**config.mk**
```make
export PLATFORM = sky130hd
export DESIGN_NAME = uart_tx
export DESIGN_NICKNAME = d
export VERILOG_FILES = /design/src/rtl/uart_pkg.sv /design/src/rtl/uart_fifo.sv /design/src/rtl/uart_tx.sv
export SDC_FILE = /design/constraint.sdc
export NUM_CORES = 1
export LEC_CHECK = 0
export ABC_AREA = 1
export CAP_MARGIN = 20
export CORE_UTILIZATION = 55
export CTS_BUF_LIST = sky130_fd_sc_hd__clkbuf_4
export DETAILED_ROUTE_END_ITERATION = 8
export PLACE_DENSITY = 0.83
export SKIP_CTS_REPAIR_TIMING = 1
export SYNTH_ARGS = -nofsm -noshare
export SYNTH_HDL_FRONTEND = slang
export SYNTH_SLANG_ARGS = --single-unit
```
**constraint.sdc**
```tcl
create_clock -name clk -period 2 [get_ports clk]
set_input_delay 0.6 -clock clk [delete_from_list [all_inputs] [get_ports clk]]
set_output_delay 0.6 -clock clk [all_outputs]
set_load 0.01 [all_outputs]
```
**src/rtl/uart_pkg.sv**
```systemverilog
`default_nettype none
// ============================================================================
//  Module      : uart_pkg
//  Description : Shared UART definitions: FSM state encoding (2 bits) and
//                frame constants, reused by uart_tx and a future uart_rx.
//  Revision    : 1.0 - initial release
// ============================================================================
package uart_pkg;

    // Line FSM states; encoding is shared with the receiver.
    typedef enum logic [1:0] {
        IDLE  = 2'd0,
        START = 2'd1,
        DATA  = 2'd2,
        STOP  = 2'd3
    } uart_state_t;

    // 8N1 framing: 8 data bits plus one start and one stop bit.
    localparam int c_DATA_BITS  = 8;
    localparam int c_FRAME_BITS = 10;

endpackage : uart_pkg
`default_nettype wire

```
**src/rtl/uart_fifo.sv**
```systemverilog
`default_nettype none
// ============================================================================
//  Module      : uart_fifo
//  Description : Small synchronous FIFO with show-ahead read data.
//                Pushes while full and pops while empty are ignored.
//  Ports       : clk      - clock, rising edge
//                reset    - synchronous active-low reset (clears pointers)
//                i_push   - write i_data this edge (ignored when full)
//                i_pop    - drop head entry this edge (ignored when empty)
//                i_data   - write data
//                o_data   - head entry (valid while !o_empty)
//                o_full   - no free entries
//                o_empty  - no stored entries
//  Revision    : 1.0 - initial release
// ============================================================================
module uart_fifo #(
    parameter int WIDTH = 8,
    parameter int DEPTH = 4
) (
    input  logic             clk,
    input  logic             reset,
    input  logic             i_push,
    input  logic             i_pop,
    input  logic [WIDTH-1:0] i_data,
    output logic [WIDTH-1:0] o_data,
    output logic             o_full,
    output logic             o_empty
);

    localparam int c_PTR_W = (DEPTH < 2) ? 1 : $clog2(DEPTH);

    generate
        if (DEPTH < 2 || (DEPTH & (DEPTH - 1)) != 0) begin : g_depth_check
            $error("uart_fifo: DEPTH must be a power of two and at least 2");
        end
    endgenerate

    logic [WIDTH-1:0]   r_mem [DEPTH];
    logic [c_PTR_W-1:0] r_wr_ptr;
    logic [c_PTR_W-1:0] r_rd_ptr;
    logic [c_PTR_W:0]   r_count;

    logic w_do_push;
    logic w_do_pop;

    assign w_do_push = i_push && !o_full;
    assign w_do_pop  = i_pop && !o_empty;

    assign o_full  = (r_count == (c_PTR_W + 1)'(DEPTH));
    assign o_empty = (r_count == '0);
    assign o_data  = r_mem[r_rd_ptr];

    // Storage needs no reset; emptiness is governed by the count alone.
    always_ff @(posedge clk) begin
        if (w_do_push) begin
            r_mem[r_wr_ptr] <= i_data;
        end
    end

    // Pointers wrap naturally because DEPTH is a power of two.
    always_ff @(posedge clk) begin
        if (!reset) begin
            r_wr_ptr <= '0;
            r_rd_ptr <= '0;
            r_count  <= '0;
        end else begin
            if (w_do_push) begin
                r_wr_ptr <= r_wr_ptr + c_PTR_W'(1);
            end
            if (w_do_pop) begin
                r_rd_ptr <= r_rd_ptr + c_PTR_W'(1);
            end
            case ({w_do_push, w_do_pop})
                2'b10:   r_count <= r_count + (c_PTR_W + 1)'(1);
                2'b01:   r_count <= r_count - (c_PTR_W + 1)'(1);
                default: r_count <= r_count;
            endcase
        end
    end

endmodule : uart_fifo
`default_nettype wire

```
**src/rtl/uart_tx.sv**
```systemverilog
`default_nettype none
// ============================================================================
//  Module      : uart_tx
//  Description : 8N1 UART transmitter with a small input FIFO. Frames are
//                sent back to back while bytes remain queued.
//  Ports       : clk      - clock, rising edge
//                reset    - synchronous active-low reset
//                tx_data  - byte to send, taken when tx_valid && tx_ready
//                tx_valid - tx_data holds a byte
//                tx_ready - FIFO can accept a byte this cycle
//                TXD      - registered serial line, idle high
//                busy     - frame in progress or bytes queued
//  Revision    : 1.0 - initial release
// ============================================================================
module uart_tx
    import uart_pkg::*;
#(
    parameter int CLK_FREQ_HZ = 27_000_000,
    parameter int BAUD_RATE   = 115_200,
    parameter int FIFO_DEPTH  = 4
) (
    input  logic       clk,
    input  logic       reset,
    input  logic [7:0] tx_data,
    input  logic       tx_valid,
    output logic       tx_ready,
    output logic       TXD,
    output logic       busy
);

    localparam int c_DIVISOR = CLK_FREQ_HZ / BAUD_RATE;
    localparam int c_BAUD_W  = (c_DIVISOR < 2) ? 1 : $clog2(c_DIVISOR);
    localparam logic [c_BAUD_W-1:0] c_BAUD_LAST = c_BAUD_W'(c_DIVISOR - 1);
    localparam logic [2:0]          c_LAST_BIT  = 3'(c_DATA_BITS - 1);

    generate
        if (c_DIVISOR < 2) begin : g_divisor_check
            $error("uart_tx: CLK_FREQ_HZ / BAUD_RATE must be at least 2");
        end
        if (c_FRAME_BITS != c_DATA_BITS + 2) begin : g_frame_check
            $error("uart_tx: frame must be start + data bits + one stop bit");
        end
    endgenerate

    uart_state_t         r_state;
    uart_state_t         w_state_n;
    logic [c_BAUD_W-1:0] r_baud_cnt;
    logic [c_BAUD_W-1:0] w_baud_cnt_n;
    logic [2:0]          r_bit_cnt;
    logic [2:0]          w_bit_cnt_n;
    logic [7:0]          r_shift;
    logic [7:0]          w_shift_n;
    logic                r_txd;
    logic                w_txd_n;
    logic                r_ready;

    logic       w_push;
    logic       w_pop;
    logic       w_full;
    logic       w_empty;
    logic [7:0] w_fifo_data;
    logic       w_bit_end;

    // r_ready keeps the input closed while reset is held and opens on the
    // first edge after release.
    assign tx_ready  = r_ready && !w_full;
    assign w_push    = tx_valid && tx_ready;
    assign w_bit_end = (r_baud_cnt == c_BAUD_LAST);

    assign TXD  = r_txd;
    assign busy = (r_state != IDLE) || !w_empty;

    uart_fifo #(
        .WIDTH (8),
        .DEPTH (FIFO_DEPTH)
    ) u_fifo (
        .clk     (clk),
        .reset   (reset),
        .i_push  (w_push),
        .i_pop   (w_pop),
        .i_data  (tx_data),
        .o_data  (w_fifo_data),
        .o_full  (w_full),
        .o_empty (w_empty)
    );

    always_comb begin
        w_state_n    = r_state;
        w_baud_cnt_n = r_baud_cnt;
        w_bit_cnt_n  = r_bit_cnt;
        w_shift_n    = r_shift;
        w_txd_n      = r_txd;
        w_pop        = 1'b0;

        // Baud counter free-runs through every bit of a frame and wraps at
        // the end of each bit period, so chained frames stay aligned.
        if (r_state != IDLE) begin
            w_baud_cnt_n = w_bit_end ? '0 : r_baud_cnt + c_BAUD_W'(1);
        end

        case (r_state)
            IDLE: begin
                w_baud_cnt_n = '0;
                if (!w_empty) begin
                    w_pop     = 1'b1;
                    w_shift_n = w_fifo_data;
                    w_txd_n   = 1'b0;
                    w_state_n = START;
                end
            end
            START: begin
                if (w_bit_end) begin
                    w_bit_cnt_n = '0;
                    w_txd_n     = r_shift[0];
                    w_state_n   = DATA;
                end
            end
            DATA: begin
                if (w_bit_end) begin
                    if (r_bit_cnt == c_LAST_BIT) begin
                        w_txd_n   = 1'b1;
                        w_state_n = STOP;
                    end else begin
                        // Next data bit is the one just above the current LSB.
                        w_bit_cnt_n = r_bit_cnt + 3'd1;
                        w_shift_n   = {1'b0, r_shift[7:1]};
                        w_txd_n     = r_shift[1];
                    end
                end
            end
            STOP: begin
                if (w_bit_end) begin
                    if (!w_empty) begin
                        w_pop     = 1'b1;
                        w_shift_n = w_fifo_data;
                        w_txd_n   = 1'b0;
                        w_state_n = START;
                    end else begin
                        w_state_n = IDLE;
                    end
                end
            end
            default: begin
                w_txd_n   = 1'b1;
                w_state_n = IDLE;
            end
        endcase
    end

    always_ff @(posedge clk) begin
        if (!reset) begin
            r_state    <= IDLE;
            r_baud_cnt <= '0;
            r_bit_cnt  <= '0;
            r_shift    <= '0;
            r_txd      <= 1'b1;
            r_ready    <= 1'b0;
        end else begin
            r_state    <= w_state_n;
            r_baud_cnt <= w_baud_cnt_n;
            r_bit_cnt  <= w_bit_cnt_n;
            r_shift    <= w_shift_n;
            r_txd      <= w_txd_n;
            r_ready    <= 1'b1;
        end
    end

endmodule : uart_tx
`default_nettype wire

```
==> results.toml <==
[outcome]
run_status = "complete, no violations"

[worst_setup_path]
r2r_start = "r_baud_cnt[1]$_SDFFE_PP0P_"
required_ns = 2.31
worst-setup-path-type = "reg -> reg"
cp-end-kind = "register"
worstSetupStartpoint = "r_baud_cnt[1]$_SDFFE_PP0P_"
crit_fanout = 2
cpPeakStageDelay_ns = 0.37
cp_slowest_cell = "fa_2"
arrival_ns = 2.28
r2r-end = "u_fifo.r_count[2]$_SDFFE_PN0P_"
cp-start-kind = "register"
worst-path-buf-inv = 2
cpLargestDelayFamily = "adder cells"
path_cells = "inv_2 > ha_4 > nand2_4 > nor2_4 > nand2_4 > nand2_2 > nand3_2 > inv_2 > ha_4 > fa_2 > a21oi_2 > o21ai_2 > o21ai_1 > a21oi_1"
reg2reg_depth = 14
r2r_slack_ns = 0.03

[sta]
worst_slew_pin_slew_ns = 0.5316
rsz0062_at_grt = "true"
period_needed_ns = 1.968
final_hold_viol_count = 0
report.final.slew_viol_count = 0
setup_viol = 0
finalCritPeriodShare_pct = 98.42
hold-worst-slack_ns = 0.4795
fmax_ghz = 0.5080
slew_headroom_pct = 64.51
finClkSkew_ns = 0.01373

[clock_network]
clkTransAtPathRegs_ns = 0.11
htree_levels = 3
cts_made_buffers = 9
cts-root-buf = "clkbuf_4"
clk_latency_ns = 0.42
clk_path_buf_depth = 2
cts_sinks = 64
cts_tree = "yes"

[synth]
synth_cell_type_count = 31
synthFlopType = "edfxtp_1"
yosys.area.top_type_share_pct = 32.41
synth_area_um2 = 2965
yosysWarnings = 0
yosysSeqAreaShare_pct = 54.01
yosysMostFrequentCell = "nand2_1"
avgSynthCellArea_um2 = 8.696
synth_commonest_cells = "86 x nand2_1, 45 x nor2_1, 32 x dfxtp_1, 32 x edfxtp_1, 30 x inv_1"
synth-edff-count = 32
syn_inst = 341
synth_nets = 367
synth_top_area_cell = "edfxtp_1"
synth_seq_cells = 64
yosys-top-cells-area = "edfxtp_1 32%, dfxtp_1 22%, nand2_1 11%"
synthArstFlopShare_pct = 0

[pwr]
ir_worst_vdd_mv = 0.9182
p_per_area_nw_per_um2 = 1322
finalPower_w = 0.004741
power_leakage_nw = 1.560

[route]
drtPass1Iterations = 4
drc = 0
antenna_left = 0
wl_per_cell_um = 14.22
drt_wl_total_um = 6528
drtIter0Drc = 166
vias = 2401
avgViaCountPerCell = 5.231

[finish]
multi_input_area_um2 = 1250
drive_above_1_share_pct = 21.08
num-fill-cells = 403
antennaDiodeCount = 0
regArea_um2 = 1613
area_growth_syn_to_layout_pct = 20.93
final_net_count = 410
fin_util_pct = 69.77

[floorplanning]
fp-row-count = 26
dieWidth_um = 75.43
io_pins = 14
start_util_pct = 57.69
die_y_um = 75.43
fp.dieArea_um2 = 5689
core_um2 = 5140

[hold_path]
worstHoldStart = "r_bit_cnt[2]$_SDFFE_PN0P_"
hold_path_depth = 2
hold_path.class = "reg -> reg"
min_to = "r_bit_cnt[2]$_SDFFE_PN0P_"

[global_route]
antenna_found_initial = 0
track_usage_pct = 24.08
grt_max_degree = 19
overflow = 0
grt_pass1_wl_um = 9832
grt_pass1_vias = 2251

[placed_design]
hpwl_um = 4180
gp_congestion = 0.7865
io_buffers = 13

[flow_run]
drv_cap = 0
worst min-delay path, cell delays in order, from the launching register on:
cell and delay (ns):
dfxtp_1 0.33, nand2_1 0.06, a21oi_1 0.05
routing by layer:
layer	track usage, %	wire, um
met5	0	0
met2	41.47	3356
met4	16.26	239
met3	4.630	228
met1	27.15	2703
area by class of cell:
cell class              count  share of cell area [%]
flip-flops and latches     64                   44.98
multi-input cells         232                   34.86
repair buffers             40                   9.211
inverters                  37                   3.943
clock inverters             7                   2.687
well taps                  70                   2.442
clock buffers               9                   1.884
state kept, by name (all words and copies together), names as in the netlist, named ones only:
name and count:
TXD 1, u_fifo.r_wr_ptr 2, r_ready 1, u_fifo.r_mem 32, r_shift 8, r_state 2, u_fifo.r_rd_ptr 2, u_fifo.r_count 3
r_baud_cnt 8, r_bit_cnt 3
power breakdown:
| part | internal [W] | switching (W) | total [W] |
|---|---|---|---|
| clock | 0.000505 | 0.000491 | 0.000996 |
| combinational | 0.000825 | 0.00122 | 0.00204 |
| sequential | 0.00156 | 0.000141 | 0.00170 |
placed cells by master, fill, tap and decap left out, drive strengths merged:
| master | netlist | routed |
|---|---|---|
| clkinv | 0 | 2 |
| clkbuf | 2 | 10 |
| nor2 | 49 | 49 |
| clkinvlp | 0 | 3 |
| nand2 | 91 | 91 |
| or2 | 2 | 2 |
| a21boi | 1 | 1 |
| nand4 | 3 | 3 |
| nand3 | 26 | 26 |
| bufinv | 0 | 2 |
| fa | 1 | 1 |
| dfxtp | 32 | 32 |
| inv | 37 | 37 |
| nor3b | 1 | 1 |
| nor3 | 1 | 1 |
| edfxtp | 32 | 32 |
| a21oi | 27 | 27 |
| clkdlybuf4s50 | 0 | 11 |
| xor2 | 1 | 1 |
| dlymetal6s2s | 0 | 1 |
| o21ai | 13 | 13 |
| o211ai | 1 | 1 |
| ha | 14 | 14 |
| buf | 6 | 27 |
| nand3b | 1 | 1 |
cell families (layout without fill, tap and decap cells):
group | after synthesis | count (layout) | share of synthesized area, %
buffers and inverters | 45 | 93 | 6.245
flip-flops | 64 | 64 | 54.01
AO/OA/AOI/OAI | 42 | 42 | 7.764
XOR/XNOR | 1 | 1 | 0.2954
adder cells (fa/ha/maj) | 15 | 15 | 6.582
AND/OR/NAND/NOR | 174 | 174 | 25.11
per-stage QoR:
step	setup WS [ns]	TNS [ns]	area, um2	std cells
finish	0.03164	0	3586	459
global placement	-0.1633	-0.2125	3322	438
CTS	-0.4086	-0.7720	3486	454
detailed placement	-0.2051	-0.2952	3322	438
floorplan	0.02339	0	2985	341
global route	-0.1184	-0.1565	3586	459
worst max path at each step:
stage | cells past startpoint | slack, ns | to
after CTS | 4 | -0.41 | busy
after floorplan | 14 | 0.02 | u_fifo.r_count[2]$_SDFFE_PN0P_
after global routing | 14 | -0.12 | u_fifo.r_count[2]$_SDFFE_PN0P_
after detailed placement | 8 | -0.21 | u_fifo.r_count[2]$_SDFFE_PN0P_
final | 14 | 0.03 | u_fifo.r_count[2]$_SDFFE_PN0P_
after global placement | 8 | -0.16 | u_fifo.r_count[2]$_SDFFE_PN0P_
Note: power is estimated with default switching activity, not from simulation.
